### config.mk
export PLATFORM = sky130hd
export DESIGN_NAME = ifetch_queue_flat
export DESIGN_NICKNAME = d
export VERILOG_FILES = /design/src/rtl/core_pkg.sv /design/src/rtl/ifetch_queue_if.sv /design/src/rtl/fetch_fifo.sv /design/src/rtl/ifetch_queue.sv /design/src/flat_wrapper.sv
export SDC_FILE = /design/constraint.sdc
export NUM_CORES = 1
export LEC_CHECK = 0
export BUFFER_PORTS_ARGS = -buffer_cell sky130_fd_sc_hd__buf_2
export CAP_MARGIN = 20
export CORE_ASPECT_RATIO = 0.8
export CORE_MARGIN = 1
export CORE_UTILIZATION = 51
export DETAILED_ROUTE_END_ITERATION = 10
export PLACE_DENSITY = 0.75
export REMOVE_ABC_BUFFERS = 1
export SKIP_CTS_REPAIR_TIMING = 1
export SLEW_MARGIN = 20
export SYNTH_ARGS = -nofsm -noshare
export SYNTH_HDL_FRONTEND = slang
export SYNTH_SLANG_ARGS = --single-unit
### constraint.sdc
create_clock -name clk -period 2.4 [get_ports clk]
set_clock_uncertainty 0.2 [all_clocks]
set_input_delay 0.36 -clock clk [delete_from_list [all_inputs] [get_ports clk]]
set_output_delay 0.36 -clock clk [all_outputs]
set_load 0.02 [all_outputs]
### src/rtl/core_pkg.sv
// core_pkg: shared widths and instruction field layout for the 8-bit core
package core_pkg;
  localparam int PC_W = 5;
  localparam int INST_W = 8;
  typedef struct packed {
    logic [1:0] op;
    logic [2:0] rd;
    logic [2:0] imm;
  } inst_t;
endpackage

### src/rtl/ifetch_queue_if.sv
// ifetch_queue_if: instruction memory and decode-side signals of the fetch front end
interface ifetch_queue_if #(
  parameter int DEPTH = 4,
  parameter int PC_W = core_pkg::PC_W,
  parameter int INST_W = core_pkg::INST_W
);
  logic [PC_W-1:0] imem_addr;
  logic [INST_W-1:0] imem_data;
  logic redirect;
  logic [PC_W-1:0] redirect_pc;
  logic id_ready;
  logic if_valid;
  logic [INST_W-1:0] if_inst;
  logic [PC_W-1:0] if_pc;
  logic [$clog2(DEPTH):0] q_count;
  modport master (
    output imem_addr, if_valid, if_inst, if_pc, q_count,
    input imem_data, redirect, redirect_pc, id_ready
  );
  modport slave (
    input imem_addr, if_valid, if_inst, if_pc, q_count,
    output imem_data, redirect, redirect_pc, id_ready
  );
endinterface

### src/rtl/fetch_fifo.sv
// fetch_fifo: prefetch queue storage with pointers, occupancy and synchronous flush
module fetch_fifo #(
  parameter int DEPTH = 4,
  parameter int W = 13,
  localparam int AW = $clog2(DEPTH)
) (
  input  logic         clk,
  input  logic         rst,
  input  logic         flush,
  input  logic         push,
  input  logic         pop,
  input  logic [W-1:0] din,
  output logic [W-1:0] dout,
  output logic [AW:0]  count,
  output logic         full,
  output logic         empty
);
  logic [W-1:0] mem [DEPTH];
  logic [AW-1:0] wr_ptr, rd_ptr;
  assign dout = mem[rd_ptr];
  assign full = count == (AW+1)'(DEPTH);
  assign empty = count == '0;
  always_ff @(posedge clk or negedge rst)
    if (!rst) begin
      mem <= '{default: '0};
      wr_ptr <= '0;
      rd_ptr <= '0;
      count <= '0;
    end else if (flush) begin
      wr_ptr <= '0;
      rd_ptr <= '0;
      count <= '0;
    end else begin
      if (push) begin
        mem[wr_ptr] <= din;
        wr_ptr <= wr_ptr + 1'b1;
      end
      if (pop) rd_ptr <= rd_ptr + 1'b1;
      count <= count + (AW+1)'(push) - (AW+1)'(pop);
    end
endmodule

### src/rtl/ifetch_queue.sv
// ifetch_queue: PC owner and prefetch queue feeding decode, flushed by redirects
module ifetch_queue #(
  parameter int DEPTH = 4,
  parameter int PC_W = core_pkg::PC_W,
  parameter int INST_W = core_pkg::INST_W
) (
  input logic clk,
  input logic rst,
  ifetch_queue_if.master bus
);
  logic [PC_W-1:0] pc;
  logic push, pop, full, empty;
  assign bus.imem_addr = pc;
  assign bus.if_valid = !empty;
  assign pop = bus.if_valid && bus.id_ready;
  assign push = !bus.redirect && (!full || pop);
  always_ff @(posedge clk or negedge rst)
    if (!rst) pc <= '0;
    else if (bus.redirect) pc <= bus.redirect_pc;
    else if (push) pc <= pc + 1'b1;
  fetch_fifo #(.DEPTH(DEPTH), .W(PC_W + INST_W)) u_fifo (
    .clk(clk),
    .rst(rst),
    .flush(bus.redirect),
    .push(push),
    .pop(pop && !bus.redirect),
    .din({pc, bus.imem_data}),
    .dout({bus.if_pc, bus.if_inst}),
    .count(bus.q_count),
    .full(full),
    .empty(empty)
  );
endmodule

### src/flat_wrapper.sv
// flat-port wrapper written by rule: the top's interface ports become plain ports
module ifetch_queue_flat 
#(
  parameter int DEPTH = 4,
  parameter int PC_W = core_pkg::PC_W,
  parameter int INST_W = core_pkg::INST_W
)
  (clk, rst, bus_imem_addr, bus_if_valid, bus_if_inst, bus_if_pc, bus_q_count, bus_imem_data, bus_redirect, bus_redirect_pc, bus_id_ready);
  ifetch_queue_if #(.DEPTH(DEPTH), .PC_W(PC_W), .INST_W(INST_W)) bus_i ();
  input logic clk;
  input logic rst;
  output wire logic [$bits(bus_i.imem_addr)-1:0] bus_imem_addr;
  output wire logic [$bits(bus_i.if_valid)-1:0] bus_if_valid;
  output wire logic [$bits(bus_i.if_inst)-1:0] bus_if_inst;
  output wire logic [$bits(bus_i.if_pc)-1:0] bus_if_pc;
  output wire logic [$bits(bus_i.q_count)-1:0] bus_q_count;
  input wire logic [$bits(bus_i.imem_data)-1:0] bus_imem_data;
  input wire logic [$bits(bus_i.redirect)-1:0] bus_redirect;
  input wire logic [$bits(bus_i.redirect_pc)-1:0] bus_redirect_pc;
  input wire logic [$bits(bus_i.id_ready)-1:0] bus_id_ready;
  assign bus_imem_addr = bus_i.imem_addr;
  assign bus_if_valid = bus_i.if_valid;
  assign bus_if_inst = bus_i.if_inst;
  assign bus_if_pc = bus_i.if_pc;
  assign bus_q_count = bus_i.q_count;
  assign bus_i.imem_data = bus_imem_data;
  assign bus_i.redirect = bus_redirect;
  assign bus_i.redirect_pc = bus_redirect_pc;
  assign bus_i.id_ready = bus_id_ready;
  ifetch_queue #(.DEPTH(DEPTH), .PC_W(PC_W), .INST_W(INST_W)) u_core (.clk(clk), .rst(rst), .bus(bus_i));
endmodule
==> summary.txt, run 1 <==
Power
  – Comb pwr share: between 30% and 40%
  – Power Internal: just under 3 mW
  – Psw: 1.461 mW
  – Flop pwr share: 42.0%
  – Pwr Density: 1254 nW/um^2
  – Static Leak: 1.571 nW
  – Clock power share: 19.1%
  – Peak supply drop: 0.6594 mV
  – Net Sw Frac: 32.92%

Floorplan
  – I/O pin cnt: 39
  – Core area: 5525 sq um
  – Die X-Extent: between 80 and 90 um
  – Die ar.: 6123 sq um
  – # rows: 24
  – Die H: around 70 um
  – Initial Util: a little over half

Flow run
  – Max cap viols: 0

GRT
  – Pin count of the biggest net entering global routing: 25
  – Total grt overflow: 0
  – Initial antenna violation count: 0
  – Via count of the first global-routing pass: 1,805
  – Total GRT Usage: 20.86%
  – First-pass GRT wire length: a little over 9 mm

STA
  – RSZ-0062 raised after global routing: no
  – Fmax: between 400 and 500 MHz
  – Least-Margin Pin Slew: approximately 0.52 ns
  – Setup violations, final: 0
  – Final Hold Fails: 0
  – Fin Setup TNS: 0 ns
  – Tmin final: between 2 and 2.5 ns
  – Final period util: 95.16%
  – Max Slew Vio Count: 0
  – Relative slew margins: 65.19%

Routing
  – Met3 WL post-DR: 184 um
  – M1 wire length: 2.637 mm
  – Drt wl/cell: 16.62 um
  – DR iter-0 viols: 89
  – Final wirelength: 5.551 mm
  – Routed vias/inst: about 5.3
  – DRT Pass-1 Iters: 4
  – Final ANT Viol Nets: 0
  – Highest metal used: met4
  – Vias: 1,769
  – WL met2: 2.651 mm
  – Number of remaining DRC errors: 0

Yosys
  – Register area share after synthesis: 54.03%
  – Yosys reg bits: 64
  – Count of cell types in the netlist: 27
  – Syn Inst Count: 197
  – Post-Synthesis Cell Area: 2964 sq um
  – Syn. warnings: 0
  – Syn Area/Cell: about 15 sq um

Worst setup path
  – CP startpoint kind: flip-flop
  – Req. time, crit path: between 2 and 2.5 ns
  – CP arrival: 2.30 ns
  – Worst-path maximum fanout: 6
  – Worst setup EP type: flip-flop
  – Crit path kind: flip-flop to flip-flop

Final layout
  – Non-filler cells, final: 334
  – Commonest non-fill, non-tap cell in the layout: dfrtp_1
  – Layout cells sized above 1: a little under three fifths
  – Nets@finish: 276
  – Antenna Cells: 0
  – Commonest cells after routing, fill and taps aside: 62 x dfrtp_1, 52 x mux2_2, 38 x buf_2
  – Synthesis-to-finish area growth: 19.42%

Clocking
  – Worst skew pair latency: 0.33 ns
  – Htree depth: 3
  – Max Root-Sink Buffers: 2
  – CTS root buf: clkbuf_8
  – TritonCTS clock tree: built
  – CTS Buf Count: 9
  – Sink Count: 64
  – Clock-pin transition on the worst setup and hold timing paths: about 0.07 ns

Run status
  – Outcome: finished clean

Min path
  – Hold Path Class: primary input to flip-flop

Place
  – Dpl cells: about 320
  – # port buffers: 38
  – DP Wirelength: approximately 3.7 mm
  – Gpl congestion: between 0.8 and 0.9
==> cell usage after synthesis, drive strengths merged <==
cell type | instances | area (sq um)
a221o | 1 | 10.01
buf | 7 | 45.04
clkbuf | 4 | 15.01
dfrtp | 64 | 1602
fa | 1 | 20.02
ha | 7 | 87.58
inv | 4 | 15.01
mux2 | 52 | 585.6
mux2i | 2 | 20.02
mux4 | 13 | 292.8
nand2 | 4 | 15.01
nand2b | 1 | 6.260
nand3 | 4 | 20.02
nor2 | 7 | 26.28
nor2b | 4 | 25.02
nor3b | 4 | 30.03
nor4b | 2 | 32.53
o21ai | 4 | 20.02
o311ai | 1 | 8.760
o31ai | 1 | 7.510
or2 | 1 | 6.260
or3 | 1 | 6.260
or4 | 2 | 15.01
xnor2 | 2 | 17.52
xor2 | 4 | 35.03
==> registers in the layout, summed over array words and instances, names as in the netlist <==
| signal | flops |
|---|---|
| u_core.bus.imem_addr | 5 |
| u_core.u_fifo.count | 3 |
| u_core.u_fifo.mem | 52 |
| u_core.u_fifo.rd_ptr | 2 |
| u_core.u_fifo.wr_ptr | 2 |
==> metrics by stage <==
step	total power [mW]	util (%)	area (sq um)	worst slack, ns	hold WS [ns]
after floorplan	3.051	-	2904	-0.2809	-0.1356
after global placement	3.549	60.39	3337	0.1667	0.1636
after detailed placement	3.615	60.39	3337	0.1143	0.1668
after CTS	4.480	63.75	3522	0.1025	-0.1983
after global routing	4.724	64.06	3540	0.001983	0.02296
final	4.437	64.06	3540	0.1163	0.03592
==> final timing paths <==
path                                                   start                                   to  slack [ns]  depth (start not counted)
max in group asynchronous                                rst    u_core.u_fifo.mem[39]$_DFFE_PN0P_        0.96                          3
setup reg to reg            u_core.u_fifo.count[2]$_DFF_PN0_     u_core.u_fifo.count[2]$_DFF_PN0_        0.12                          9
hold / removal                            bus_redirect_pc[0]  u_core.bus.imem_addr[0]$_DFFE_PN0P_        0.04                          3
min in group asynchronous                                rst    u_core.u_fifo.mem[37]$_DFFE_PN0P_        0.34                          2
setup / recovery            u_core.u_fifo.count[2]$_DFF_PN0_     u_core.u_fifo.count[2]$_DFF_PN0_        0.12                          9
hold reg to reg            u_core.u_fifo.mem[19]$_DFFE_PN0P_    u_core.u_fifo.mem[19]$_DFFE_PN0P_        0.30                          1
==> layout make-up <==
class                   instances  area [sq um]
fillers                       435          1986
flip-flops and latches         64          1604
multi-input cells             118          1313
repair buffers                 54         325.3
clock buffers                  14         172.7
well taps                      78         97.59
inverters                       4         15.01
clock inverters                 2         12.51
==> worst max-delay path, stage by stage (launching register included) <==
cell and delay, ns:
dfrtp_2 0.44, nor4b_4 0.14, or2_2 0.28, ha_1 0.27, inv_1 0.06, ha_1 0.14
inv_1 0.05, fa_1 0.37, xnor2_1 0.16, nor2_1 0.05
==> metal layers <==
| layer | vias up | track usage, % |
|---|---|---|
| met1 | 913 | 27.18 |
| li1 | 821 | - |
| met2 | 28 | 32.46 |
| met5 | - | 0 |
| met3 | 7 | 7.210 |
| met4 | 0 | 7.650 |
==> kinds of logic after synthesis <==
kind of cell,after synthesis,share of synthesized area [%]
xor gates and xnor gates,6,1.773
and+or+nand+nor,30,6.163
AOI/OAI and AO/OA,7,1.562
muxes,67,30.31
DFF,64,54.03
adders and majority gates,8,3.630
buffers and inverters,15,2.532
==> power by group through the flow <==
stage | Clock (mW) | Sequential [mW] | Combinational (mW)
finish | 0.848 | 1.87 | 1.72
global route | 0.922 | 1.93 | 1.87
CTS | 0.875 | 1.86 | 1.74
detailed placement | 0 | 1.88 | 1.73
global placement | 0 | 1.85 | 1.70
floorplan | 0 | 1.86 | 1.19
Power figures use the tool's default switching activity.
==> inputs of run 2 (changes only) <==
--- a/config.mk
+++ b/config.mk
@@ -9,12 +9,12 @@
 export CAP_MARGIN = 20
 export CORE_ASPECT_RATIO = 0.8
 export CORE_MARGIN = 1
-export CORE_UTILIZATION = 51
+export CORE_UTILIZATION = 45
 export DETAILED_ROUTE_END_ITERATION = 10
-export PLACE_DENSITY = 0.75
+export PLACE_DENSITY = 0.67
 export REMOVE_ABC_BUFFERS = 1
 export SKIP_CTS_REPAIR_TIMING = 1
-export SLEW_MARGIN = 20
+export SLEW_MARGIN = 40
 export SYNTH_ARGS = -nofsm -noshare
 export SYNTH_HDL_FRONTEND = slang
 export SYNTH_SLANG_ARGS = --single-unit
==> run 2 against run 1 <==
  * Die area up 13%
  * Clock-buffer cell count down 2
  * Cell count up 0.60%
  * Fmax up 0.59%
  * Register-to-register slack about the same
  * Critical path depth unchanged
  * Clock power up 12%
  * Combinational power about the same
  * Sequential share of layout area down 0.24 points
  * Total power up 1.8%
  * Critical endpoint unchanged
  * Largest power group unchanged
==> summary.txt, run 2 (synthesis gave the netlist of run 1 again) <==
Routing
  – DR iter-0 viols: 69 (-22%)
  – Met3 WL post-DR: 231 um (+26%)
  – Routed vias/inst: 5.324 (+0.53%)
  – WL met2: 2.552 mm (-3.7%)
  – Final ANT Viol Nets: 0 (unchanged)
  – DRT Pass-1 Iters: 4 (unchanged)
  – Final wirelength: 5.446 mm (-1.9%)
  – Vias: 1,789 (+1.1%)
  – Highest metal used: met4
  – M1 wire length: 2.604 mm (-1.3%)
  – Drt wl/cell: 16.21 um (-2.5%)
  – Number of remaining DRC errors: 0 (unchanged)

Floorplan
  – Die X-Extent: 92.74 um (+6.3%)
  – Die H: 74.59 um (+6.3%)
  – Core area: 6376 sq um (+15%)
  – Initial Util: 46.49% (-7.2 points)
  – # rows: 26 (+8.3%)
  – I/O pin cnt: 39 (unchanged)
  – Die ar.: 6917 sq um (+13%)

STA
  – Setup violations, final: 0 (unchanged)
  – Tmin final: 2.270 ns (-0.01340 ns)
  – Max Slew Vio Count: 0 (unchanged)
  – Final period util: 94.60% (-0.56 points)
  – Final Hold Fails: 0 (unchanged)
  – Least-Margin Pin Slew: 0.3753 ns (-0.1469 ns)
  – Hold_ws: 0.03701 ns (+0.001086 ns)
  – Fmax: 440.5 MHz (+0.59%)
  – Fin Setup TNS: 0 ns (unchanged)
  – Relative slew margins: 74.66% (+9.5 points)

Worst setup path
  – CP max stage delay: 0.45 ns (about the same)
  – CP startpoint kind: flip-flop
  – CP arrival: 2.29 ns (about the same)
  – CP max-delay cell: dfrtp_2
  – Req. time, crit path: 2.42 ns (about the same)
  – Worst setup EP type: flip-flop
  – Worst-path maximum fanout: 6 (unchanged)
  – Crit path kind: flip-flop to flip-flop
  – Crit path cell chain: nor4b_4, or2_2, ha_1, inv_1, ha_1, inv_1, fa_1, xnor2_1, nor2_1

Final layout
  – Post-route cell area: 3556 sq um (+0.46%)
  – Largest register FFs: 52 (unchanged)
  – Final cell utilization of the core: 55.77% (-8.3 points)
  – Non-filler cells, final: 336 (+0.60%)
  – Synthesis-to-finish area growth: 19.97%
  – Fillers: 554 (+27%)
  – Commonest cells after routing, fill and taps aside: 63 x dfrtp_1, 52 x mux2_2, 38 x buf_2
  – Antenna Cells: 0 (unchanged)
  – Top reg by flops: u_core.u_fifo.mem
  – Commonest non-fill, non-tap cell in the layout: dfrtp_1
  – Layout cells sized above 1: 54.76% (-0.32 points)
  – Nets@finish: 273 (-1.1%)

GRT
  – Pin count of the biggest net entering global routing: 65 (+160%)
  – Total GRT Usage: 17.77% (-3.1 points)
  – Via count of the first global-routing pass: 1,822 (+0.94%)
  – First-pass GRT wire length: 8.956 mm (-1.9%)
  – Initial antenna violation count: 0 (unchanged)
  – Total grt overflow: 0 (unchanged)

Clocking
  – CTS Buf Count: 9 (unchanged)
  – CTS root buf: clkbuf_8
  – Worst skew pair latency: 0.34 ns (about the same)
  – Htree depth: 3 (unchanged)
  – Clock-pin transition on the worst setup and hold timing paths: 0.06 ns (about the same)
  – Max Root-Sink Buffers: 2 (unchanged)
  – Sink Count: 64 (unchanged)
  – TritonCTS clock tree: built

Place
  – DP Wirelength: 3.655 mm (-1.6%)
  – # port buffers: 38 (unchanged)
  – Dpl cells: 320 (+0.95%)
  – Gpl congestion: 0.7281 (-10%)
  – Area after DPL: 3334 sq um (about the same)

Run status
  – Outcome: finished clean

Flow run
  – Max cap viols: 0 (unchanged)

Min path
  – Hold Path Class: primary input to flip-flop

Power
  – Pwr Density: 1270 nW/um^2 (+1.3%)
  – Peak supply drop: 0.6428 mV (-2.5%)
  – Static Leak: 1.578 nW (+0.41%)
[run 2: changes by cell type in the layout (fill, tap and decap cells not counted), sizes merged]
cell | previous run | this run
buf | 53 | 50
clkbuf | 14 | 12
clkinvlp | 1 | 0
clkinv | 1 | 2
bufinv | 0 | 1
[run 2: power breakdown]
group | leakage [nW] | switching [mW] | internal, mW
registers | 0.779 | 0.291 | 1.57
clock network | 0.108 | 0.391 | 0.555
logic | 0.690 | 0.771 | 0.944
total | 1.58 | 1.45 | 3.06
[run 2: layout make-up]
cell class | instances | area, sq um | share of cell area (%)
Clock buffer | 12 | 165.2 | 4.645
Clock inverter | 3 | 40.04 | 1.126
Inverter | 4 | 15.01 | 0.4222
Multi-Input combinational cell | 118 | 1313 | 36.91
Sequential cell | 64 | 1603 | 45.07
Tap cell | 84 | 105.1 | 2.956
Timing Repair Buffer | 51 | 315.3 | 8.867
[run 2: final timing paths]
kind / startpoint / endpoint / slack [ns] / cells past startpoint
max in group asynchronous: rst / u_core.u_fifo.count[2]$_DFF_PN0_ / 1.34 / 3
max reg2reg: u_core.u_fifo.count[2]$_DFF_PN0_ / u_core.u_fifo.count[2]$_DFF_PN0_ / 0.13 / 9
max: u_core.u_fifo.count[2]$_DFF_PN0_ / u_core.u_fifo.count[2]$_DFF_PN0_ / 0.13 / 9
min in group asynchronous: rst / u_core.u_fifo.mem[6]$_DFFE_PN0P_ / 0.36 / 3
min reg2reg: u_core.u_fifo.mem[15]$_DFFE_PN0P_ / u_core.u_fifo.mem[15]$_DFFE_PN0P_ / 0.30 / 1
min: bus_redirect_pc[1] / u_core.bus.imem_addr[1]$_DFFE_PN0P_ / 0.04 / 3
[run 2: worst max-delay path: cells and delay by family (launching register included)]
| kind | cells | cell delay, ns |
|---|---|---|
| DFF | 1 | 0.45 |
| and+or+nand+nor | 3 | 0.48 |
| xor gates and xnor gates | 1 | 0.16 |
| adders and majority gates | 3 | 0.76 |
| buffers and inverters | 2 | 0.11 |
[run 2: stage by stage]
stage	setup WS (ns)	power [mW]
finish	0.1296	4.517
global route	-0.002820	4.797
CTS	0.09250	4.577
detailed placement	0.1114	3.613
global placement	0.1749	3.556
floorplan	-0.2809	3.051
[run 2: layer usage]
| metal | up-vias | global-route usage (%) |
|---|---|---|
| li1 | 823 | - |
| met1 | 926 | 23.12 |
| met2 | 33 | 28.07 |
| met3 | 7 | 6.646 |
| met4 | 0 | 5.641 |
| met5 | - | 0 |
==> inputs of run 3 (changes only) <==
--- a/config.mk
+++ b/config.mk
@@ -7,11 +7,13 @@
 export LEC_CHECK = 0
 export BUFFER_PORTS_ARGS = -buffer_cell sky130_fd_sc_hd__buf_2
 export CAP_MARGIN = 20
+export CELL_PAD_IN_SITES_DETAIL_PLACEMENT = 0
+export CELL_PAD_IN_SITES_GLOBAL_PLACEMENT = 2
 export CORE_ASPECT_RATIO = 0.8
 export CORE_MARGIN = 1
-export CORE_UTILIZATION = 45
+export CORE_UTILIZATION = 37
 export DETAILED_ROUTE_END_ITERATION = 10
-export PLACE_DENSITY = 0.67
+export PLACE_DENSITY_LB_ADDON = 0.1
 export REMOVE_ABC_BUFFERS = 1
 export SKIP_CTS_REPAIR_TIMING = 1
 export SLEW_MARGIN = 40
==> run 3 against run 2 <==
  * Total power increased by 1.2%
  * Sequential power about the same
  * Critical endpoint unchanged
  * Cell count increased by 8.3%
==> summary.txt, run 3 (synthesis gave the netlist of run 1 again) <==
GRT
  – Total GRT Usage: 16.73% (-1.0 points)
  – First-pass GRT wire length: 10.13 mm (+13%)
  – Initial antenna violation count: 0 (unchanged)
  – Total grt overflow: 0 (unchanged)
  – Pin count of the biggest net entering global routing: 39 (-40%)
  – Via count of the first global-routing pass: 2,032 (+12%)

Floorplan
  – Die H: 82.06 um (+10%)
  – Initial Util: 39.17% (-7.3 points)
  – Die X-Extent: 102.1 um (+10%)
  – # rows: 28 (+7.7%)
  – I/O pin cnt: 39 (unchanged)
  – Core area: 7567 sq um (+19%)
  – Die ar.: 8375 sq um (+21%)

Worst setup path
  – CP arrival: 2.26 ns (-0.03 ns)
  – CP startpoint kind: flip-flop
  – Req. time, crit path: 2.41 ns (about the same)
  – Worst-path maximum fanout: 3 (-3)
  – Buf/Inv on CP: 2 (unchanged)
  – Cell family with most CP delay: adder cells
  – R2r setup slk: 0.15 ns (+0.02 ns)
  – Crit path kind: flip-flop to flip-flop
  – CP max stage delay: 0.43 ns (-0.02 ns)
  – Worst setup EP type: flip-flop
  – CP max-delay cell: dfrtp_2
  – Crit path cell chain: nor4b_4, or2_2, ha_1, inv_1, ha_1, inv_1, fa_1, xnor2_1, nor2_1

STA
  – Setup violations, final: 0 (unchanged)
  – Final Hold Fails: 0 (unchanged)
  – Relative slew margins: 55.54% (-19 points)
  – Fmax: 443.7 MHz (+0.74%)
  – Max Slew Vio Count: 0 (unchanged)
  – Final worst setup slack: 0.1463 ns (+0.01668 ns)
  – Final period util: 93.90% (-0.70 points)
  – Tmin final: 2.254 ns (-0.01668 ns)
  – Least-Margin Pin Slew: 0.6668 ns (+0.2916 ns)

Place
  – Dpl cells: 341 (+6.6%)
  – Gpl congestion: 0.6858 (-5.8%)
  – # port buffers: 38 (unchanged)
  – Pre-CTS setup slack: 0.005978 ns (-0.1054 ns)
  – DP Wirelength: 4.007 mm (+9.6%)

Power
  – Static Leak: 1.603 nW (+1.6%)
  – Peak supply drop: 0.5631 mV (-12%)
  – Pwr Total: 4.573 mW (+1.2%)
  – Pwr Density: 1259 nW/um^2 (-0.88%)

Routing
  – DRT Pass-1 Iters: 4 (unchanged)
  – Routed vias/inst: 4.901 (-8.0%)
  – DR iter-0 viols: 40 (-42%)
  – Final ANT Viol Nets: 0 (unchanged)
  – Vias: 1,784 (-0.28%)
  – Drt wl/cell: 16.32 um (+0.68%)
  – Final wirelength: 5.940 mm (+9.1%)
  – Number of remaining DRC errors: 0 (unchanged)

Clocking
  – Sink Count: 64 (unchanged)
  – Clock-pin transition on the worst setup and hold timing paths: 0.07 ns (about the same)
  – Max Root-Sink Buffers: 2 (unchanged)
  – Htree depth: 3 (unchanged)
  – CTS root buf: clkbuf_8
  – Worst skew pair latency: 0.33 ns (about the same)
  – CTS Buf Count: 9 (unchanged)
  – TritonCTS clock tree: built

Final layout
  – Non-filler cells, final: 364 (+8.3%)
  – Nets@finish: 279 (+2.2%)
  – Layout cells sized above 1: 55.98% (+1.2 points)
  – Top reg by flops: u_core.u_fifo.mem
  – Synthesis-to-finish area growth: 22.54%
  – Largest register FFs: 52 (unchanged)
  – Sequential cell area: 1605 sq um (+0.16%)
  – Fillers: 697 (+26%)
  – Commonest non-fill, non-tap cell in the layout: dfrtp_1
  – Antenna Cells: 0 (unchanged)
  – Area of the multi-input gates: 1321 sq um (+0.67%)
  – Commonest cells after routing, fill and taps aside: 61 x dfrtp_1, 52 x mux2_2, 38 x buf_2

Run status
  – Outcome: finished clean

Flow run
  – Max cap viols: 0 (unchanged)

Min path
  – Hold Path Class: primary input to flip-flop
[run 3: changes by cell type in the layout (fill, tap and decap cells not counted)]
cell / delta
buf_4: +6
clkbuf_1: +2
dfrtp_1: -2
o31ai_4: +1
o31ai_2: -1
clkbuf_8: -1
dfrtp_2: +2
[run 3: metal layers]
layer,routed length [um],vias to the layer above,track usage [%]
met3,212,6,5.106
li1,-,828,-
met5,0,-,0
met2,2977,35,27.85
met4,53,0,5.571
met1,2696,915,20.87
[run 3: report_power, final]
part / switching, mW / internal, mW
Combinational: 0.813 / 0.989
Sequential: 0.288 / 1.57
Clock: 0.380 / 0.534
Total: 1.48 / 3.09
[run 3: layout make-up]
type	instances	area share [%]
repair buffers	57	9.921
clock inverters	3	1.102
flip-flops and latches	64	44.20
clock buffers	13	4.375
well taps	105	3.617
inverters	4	0.4134
multi-input cells	118	36.38
[run 3: stage by stage]
stage | utilization, % | cell area (sq um) | hold WS, ns | setup TNS (ns)
4_1_cts | 47.04 | 3560 | -0.1352 | -0.002718
2_1_floorplan | - | 2904 | -0.1356 | -7.749
6_report | 48.00 | 3632 | 0.04161 | 0
5_1_grt | 48.00 | 3632 | 0.03198 | -0.001307
3_3_place_gp | 44.41 | 3361 | 0.2076 | 0
3_5_place_dp | 44.41 | 3361 | 0.2337 | 0
[run 3: path summary, 6_finish.rpt]
path,from,cells after the start,end
worst max register to register,u_core.u_fifo.count[2]$_DFF_PN0_,9,u_core.u_fifo.count[2]$_DFF_PN0_
max in group asynchronous,rst,3,u_core.u_fifo.mem[45]$_DFFE_PN0P_
min in group asynchronous,rst,2,u_core.u_fifo.wr_ptr[0]$_DFFE_PN0P_
worst max-delay path,u_core.u_fifo.count[2]$_DFF_PN0_,9,u_core.u_fifo.count[2]$_DFF_PN0_
worst min register to register,u_core.u_fifo.mem[23]$_DFFE_PN0P_,1,u_core.u_fifo.mem[23]$_DFFE_PN0P_
worst min-delay path,bus_redirect_pc[1],3,u_core.bus.imem_addr[1]$_DFFE_PN0P_
[run 3: worst register-to-register path, delay by kind of cell (launching register included)]
family,cells,cell delay [ns]
adders and majority gates,3,0.78
and+or+nand+nor,3,0.47
DFF,1,0.43
xor gates and xnor gates,1,0.16
buffers and inverters,2,0.11
